===== src/rtl/fpu_types_pkg.sv =====
// Shared binary16 constants, rounding modes and accumulator state type.
// Classification helpers are used by the sticky NaN/inf status logic.
package fpu_types_pkg;

  localparam int HALF_FLOAT_W = 16;

  localparam logic [HALF_FLOAT_W-1:0] HALF_ZERO = 16'h0000;
  localparam logic [HALF_FLOAT_W-1:0] HALF_NAN  = 16'h7E00;
  localparam logic [HALF_FLOAT_W-1:0] HALF_INF  = 16'h7C00;
  localparam logic [HALF_FLOAT_W-1:0] HALF_INFN = 16'hFC00;

  typedef enum logic [2:0] {
    ROUND_NEAREST_EVEN = 3'd0,
    ROUND_ZERO         = 3'd1,
    ROUND_UP           = 3'd2,
    ROUND_DOWN         = 3'd3,
    ROUND_NEAREST_MAX  = 3'd4
  } fpu_rounding_mode_t;

  typedef enum logic [1:0] {
    IDLE  = 2'd0,
    ACCUM = 2'd1,
    DONE  = 2'd2
  } fsm_state_t;

  // NaN: exponent field matches the infinity pattern, fraction nonzero.
  function automatic logic is_half_nan(input logic [HALF_FLOAT_W-1:0] x);
    logic exp_ones;
    logic frac_nz;
    exp_ones = (x[14:10] == HALF_NAN[14:10]);
    frac_nz  = (x[9:0] != HALF_ZERO[9:0]);
    return exp_ones & frac_nz;
  endfunction

  function automatic logic is_half_inf(input logic [HALF_FLOAT_W-1:0] x);
    return (x == HALF_INF) || (x == HALF_INFN);
  endfunction

endpackage


===== src/rtl/float_add_accumulator.sv =====
// Streaming binary16 reduction: feeds running sum + operand to an external
// combinational adder each accepted beat and presents the total on the last beat.
module float_add_accumulator
  import fpu_types_pkg::*;
#(
  parameter int                     FLOAT_WIDTH = HALF_FLOAT_W,
  parameter int                     COUNT_W     = 8,
  parameter logic [FLOAT_WIDTH-1:0] ACC_INIT    = HALF_ZERO
) (
  input  logic                   CLK,
  input  logic                   RST,
  input  logic                   in_valid,
  output logic                   in_ready,
  input  logic [FLOAT_WIDTH-1:0] in_data,
  input  logic                   in_last,
  input  fpu_rounding_mode_t     rounding_mode,
  output logic [FLOAT_WIDTH-1:0] add_float1,
  output logic [FLOAT_WIDTH-1:0] add_float2,
  output fpu_rounding_mode_t     add_rounding_mode,
  input  logic [FLOAT_WIDTH-1:0] add_sum,
  output logic                   out_valid,
  input  logic                   out_ready,
  output logic [FLOAT_WIDTH-1:0] out_data,
  output logic [COUNT_W-1:0]     out_count,
  output logic                   out_count_sat,
  output logic                   out_nan,
  output logic                   out_inf
);

  localparam logic [COUNT_W-1:0] COUNT_MAX = {COUNT_W{1'b1}};
  localparam logic [COUNT_W-1:0] COUNT_ONE = COUNT_W'(1);

  fsm_state_t             state_reg;
  fpu_rounding_mode_t     mode_reg;
  logic [FLOAT_WIDTH-1:0] acc_reg;
  logic [COUNT_W-1:0]     count_reg;
  logic                   count_sat_reg;
  logic                   nan_reg;
  logic                   inf_reg;
  logic                   in_ready_reg;
  logic                   out_valid_reg;

  logic accept;
  logic at_max;

  assign accept = in_valid & in_ready_reg;
  assign at_max = (count_reg == COUNT_MAX);

  always_ff @(posedge CLK or posedge RST) begin
    if (RST) begin
      state_reg     <= IDLE;
      mode_reg      <= ROUND_NEAREST_EVEN;
      acc_reg       <= ACC_INIT;
      count_reg     <= '0;
      count_sat_reg <= 1'b0;
      nan_reg       <= 1'b0;
      inf_reg       <= 1'b0;
      in_ready_reg  <= 1'b1;
      out_valid_reg <= 1'b0;
    end else begin
      // Beat bookkeeping is shared by IDLE and ACCUM; DONE never accepts.
      if (accept) begin
        acc_reg <= add_sum;
        if (at_max) count_sat_reg <= 1'b1;
        else        count_reg     <= count_reg + COUNT_ONE;
        nan_reg <= nan_reg | is_half_nan(add_sum);
        inf_reg <= inf_reg | is_half_inf(add_sum);
      end

      case (state_reg)
        IDLE: begin
          if (accept) begin
            mode_reg <= rounding_mode;
            if (in_last) begin
              state_reg     <= DONE;
              in_ready_reg  <= 1'b0;
              out_valid_reg <= 1'b1;
            end else begin
              state_reg <= ACCUM;
            end
          end
        end
        ACCUM: begin
          if (accept && in_last) begin
            state_reg     <= DONE;
            in_ready_reg  <= 1'b0;
            out_valid_reg <= 1'b1;
          end
        end
        DONE: begin
          if (out_ready) begin
            state_reg     <= IDLE;
            acc_reg       <= ACC_INIT;
            count_reg     <= '0;
            count_sat_reg <= 1'b0;
            nan_reg       <= 1'b0;
            inf_reg       <= 1'b0;
            in_ready_reg  <= 1'b1;
            out_valid_reg <= 1'b0;
          end
        end
        default: begin
          state_reg     <= IDLE;
          in_ready_reg  <= 1'b1;
          out_valid_reg <= 1'b0;
        end
      endcase
    end
  end

  // The first beat must round with the caller's mode before it is latched.
  assign add_rounding_mode = (state_reg == IDLE) ? rounding_mode : mode_reg;
  assign add_float1        = acc_reg;
  assign add_float2        = in_data;

  assign in_ready      = in_ready_reg;
  assign out_valid     = out_valid_reg;
  assign out_data      = acc_reg;
  assign out_count     = count_reg;
  assign out_count_sat = count_sat_reg;
  assign out_nan       = nan_reg;
  assign out_inf       = inf_reg;

endmodule


===== config.mk =====
export PLATFORM = sky130hd
export DESIGN_NAME = float_add_accumulator
export DESIGN_NICKNAME = d
export VERILOG_FILES = /design/src/rtl/fpu_types_pkg.sv /design/src/rtl/float_add_accumulator.sv
export SDC_FILE = /design/constraint.sdc
export NUM_CORES = 1
export LEC_CHECK = 0
export ABC_AREA = 1
export ABC_CLOCK_PERIOD_IN_PS = 2900
export CAP_MARGIN = 15
export CORE_UTILIZATION = 41
export CTS_CLUSTER_SIZE = 12
export DETAILED_ROUTE_END_ITERATION = 8
export PLACE_DENSITY = 0.89
export SLEW_MARGIN = 20
export SYNTH_ARGS = -nofsm -noshare
export SYNTH_HDL_FRONTEND = slang
export SYNTH_SLANG_ARGS = --single-unit

===== constraint.sdc =====
create_clock -name CLK -period 2.9 [get_ports CLK]
set_clock_uncertainty 0.15 [all_clocks]
set_input_delay 0.58 -clock CLK [delete_from_list [all_inputs] [get_ports CLK]]
set_output_delay 0.58 -clock CLK [all_outputs]
set_load 0.02 [all_outputs]

==> key figures <==
Outcome
  • Status: complete, no violations

Power and ir drop
  • Psw: around 190 uW
  • Clock share of power: between 40% and 50%
  • Peak supply drop: between 200 and 300 uV
  • Comb pwr share: 6.5%
  • Power per Cell Area: approximately 360 mW/mm^2
  • Switching power share of the total: a little over a fifth
  • Sequential share of power: 53.5%
  • Internal power: about 700 uW
  • Leak pwr: 0.001183 uW

Clock network
  • Max Buffers Root-to-Sink: 2
  • Setup bufs post-CTS: 0
  • Post_cts resized: 0
  • Num CTS Buffers: 5
  • CTS Root Cell: clkbuf_8
  • # H-tree levels: 2
  • CTS clk-pin slew, worst paths: roughly 0.07 ns
  • Clk_lat worst skew: 0.28 ns
  • CTS tree: done
  • Sink Count: 34
  • Count of hold-fix buffers inserted at cts: 0

Drt
  • DR pass1 iterations: 4
  • Final WL: approximately 4000 um
  • Post-route ant nets: 0
  • Routed WL per cell: 12.29 um
  • Drt initial violations: 82
  • Number of remaining DRC errors: 0
  • Via count: 1605
  • Detailed-route vias per instance: 4.893

Setup path
  • R2r startpoint: in_ready
  • Max Fanout on Critical Path: 2
  • CP endpoint kind: output pin
  • Req. time, crit path: 2.17 ns
  • CP startpoint kind: input port
  • Setup CP Type: input port to output pin
  • CP Data Arrival Time: about 1.9 ns
  • Worst Reg-to-Reg Cells: 6
  • CP Launch Point: rounding_mode[1]

Final layout
  • Layout Nets: 318
  • N_diodes: 0
  • Max reg flops: 16
  • Commonest non-fill, non-tap cell in the layout: clkdlybuf4s50_1
  • Syn-to-layout area delta: 32.90%
  • Commonest cells after routing, fill and taps aside: clkdlybuf4s50_1, nor2_1, nand2_1
  • Area of the multi-input gates: 621.8 um^2
  • Register Area: ~850 um^2
  • Layout cells sized above 1: 6.475%
  • Filler instances: 392

Synthesis
  • Cell area after synthesis: 0.001833 mm^2
  • Synth cell types: 20
  • Avg Inst Size Synth: 7.800 um^2
  • Sequential share of the synthesized area: 46.48%
  • Mapped Nets: 276
  • #FFs+latches synth: 34
  • Gate Count Post-Synth: 235
  • Warnings from Yosys: 0

Run
  • Total of max-cap violations: 0

Placement
  • Final GP Congestion: 0.8634
  • Dpl ws: 0.3015 ns
  • Post-DP HPWL: 2898 um
  • Port buffer count: 71

Timing
  • Setup violations, final: 0
  • Final worst slack: 0.3062 ns
  • Slew Limit Headroom: around 58%
  • Final Cycle Share: approximately nine tenths
  • Final hold violation count: 0
  • RSZ-0062 raised after global routing: no
  • Setup_tns: 0 ns
  • Fmax: 0.3855 GHz
  • Pins Over Slew Limit: 0
  • Tmin final: between 2 and 3 ns
  • Worst Max-Slew Pin Slew: approximately 0.63 ns

Worst hold path
  • Hold path depth: 2
  • Worst hold start: mode_reg[1]
  • Type of the worst min-delay path: register to register

GRT
  • Largest net degree at the start of global routing: 35
  • Initial antenna violation count: 0
  • Overall global routing resource usage: 18.50%
  • Global-route wire length before repair: 6375 um
  • Gr ovfl total: 0
  • Number of global-route vias before repair: 1460

Floorplanning
  • Area of the die: 0.004742 mm^2
  • Die H: 68.87 um
  • Row count: 23
  • Starting Density: 44.23%
  • Die Span X: slightly below 70 um
  • Ports: 104
  • Core area: 0.004144 mm^2
## synthesized netlist by cell type
cell     number  area, um^2
buf_2         2       10.01
buf_4        33       247.7
nand2_1      39       146.4
dfstp_2       1       26.28
a21oi_1      12       60.06
inv_2         2       7.510
o21ai_0      25       125.1
nand4_1       2       12.51
or2_0         1       6.260
nand3_1       7       35.03
buf_1         1       3.750
o21ai_1       1       5.000
nand2_2       3       18.77
nor2_2        3       18.77
inv_1        21       78.83
xnor2_1       1       8.760
dfrtp_1      33       825.8
ha_1          1       12.51
buf_6         1       11.26
nor2_1       46       172.7
## final timing paths
kind	to	slack [ns]
worst max-delay path	add_rounding_mode[1]	0.31
worst min-delay path	mode_reg[1]	0.34
worst max register to register	out_valid	0.95
worst min register to register	mode_reg[1]	0.34
max in group asynchronous	in_ready	1.70
min in group asynchronous	add_float1[10]	0.56
## critical path, cell delays in order
cell,delay (ns)
clkdlybuf4s50_1,0.45
inv_1,0.04
o21ai_0,0.17
clkdlybuf4s50_1,0.63
## final cells by class
cell class / instances / share of cell area [%]
Clock buffer: 6 / 3.390
Sequential cell: 34 / 34.98
Inverter: 23 / 3.544
Tap cell: 50 / 2.568
Clock inverter: 2 / 0.5136
Timing Repair Buffer: 72 / 29.48
Multi-Input combinational cell: 141 / 25.53
## through the flow
step / power, uW / util (%) / hold WS [ns] / cell area (um^2) / cells
after floorplan: 531.4 / - / 0.3034 / 1833 / 235
after global placement: 541.0 / 56.49 / 0.3226 / 2341 / 320
after detailed placement: 541.7 / 56.49 / 0.3286 / 2341 / 320
after CTS: 901.2 / 58.79 / 0.3459 / 2436 / 328
after global routing: 924.1 / 58.79 / 0.3748 / 2436 / 328
final: 886.8 / 58.79 / 0.3397 / 2436 / 328
## metal layers
| layer | GRT usage, % | routed length [um] |
|---|---|---|
| met1 | 21.97 | 1739 |
| met2 | 32.28 | 1982 |
| met3 | 5.757 | 286 |
| met4 | 4.592 | 23 |
| met5 | 0 | 0 |
## power groups by stage
stage               logic [uW]  registers [uW]  clock network, uW
floorplan                 48.3             483                  0
global placement          57.9             483                  0
detailed placement        58.7             483                  0
CTS                       59.0             474                368
global route              63.2             474                387
finish                    58.0             474                355
## cells by family after synthesis
logic type               after synthesis  share of synthesized area (%)
flip-flops                            34                          46.48
buffers and inverters                 60                          19.59
AND/OR/NAND/NOR                      101                          22.39
XOR/XNOR                               1                         0.4779
adder cells (fa/ha/maj)                1                         0.6825
AO/OA/AOI/OAI                         38                          10.38
Note: power is estimated with default switching activity, not from simulation.
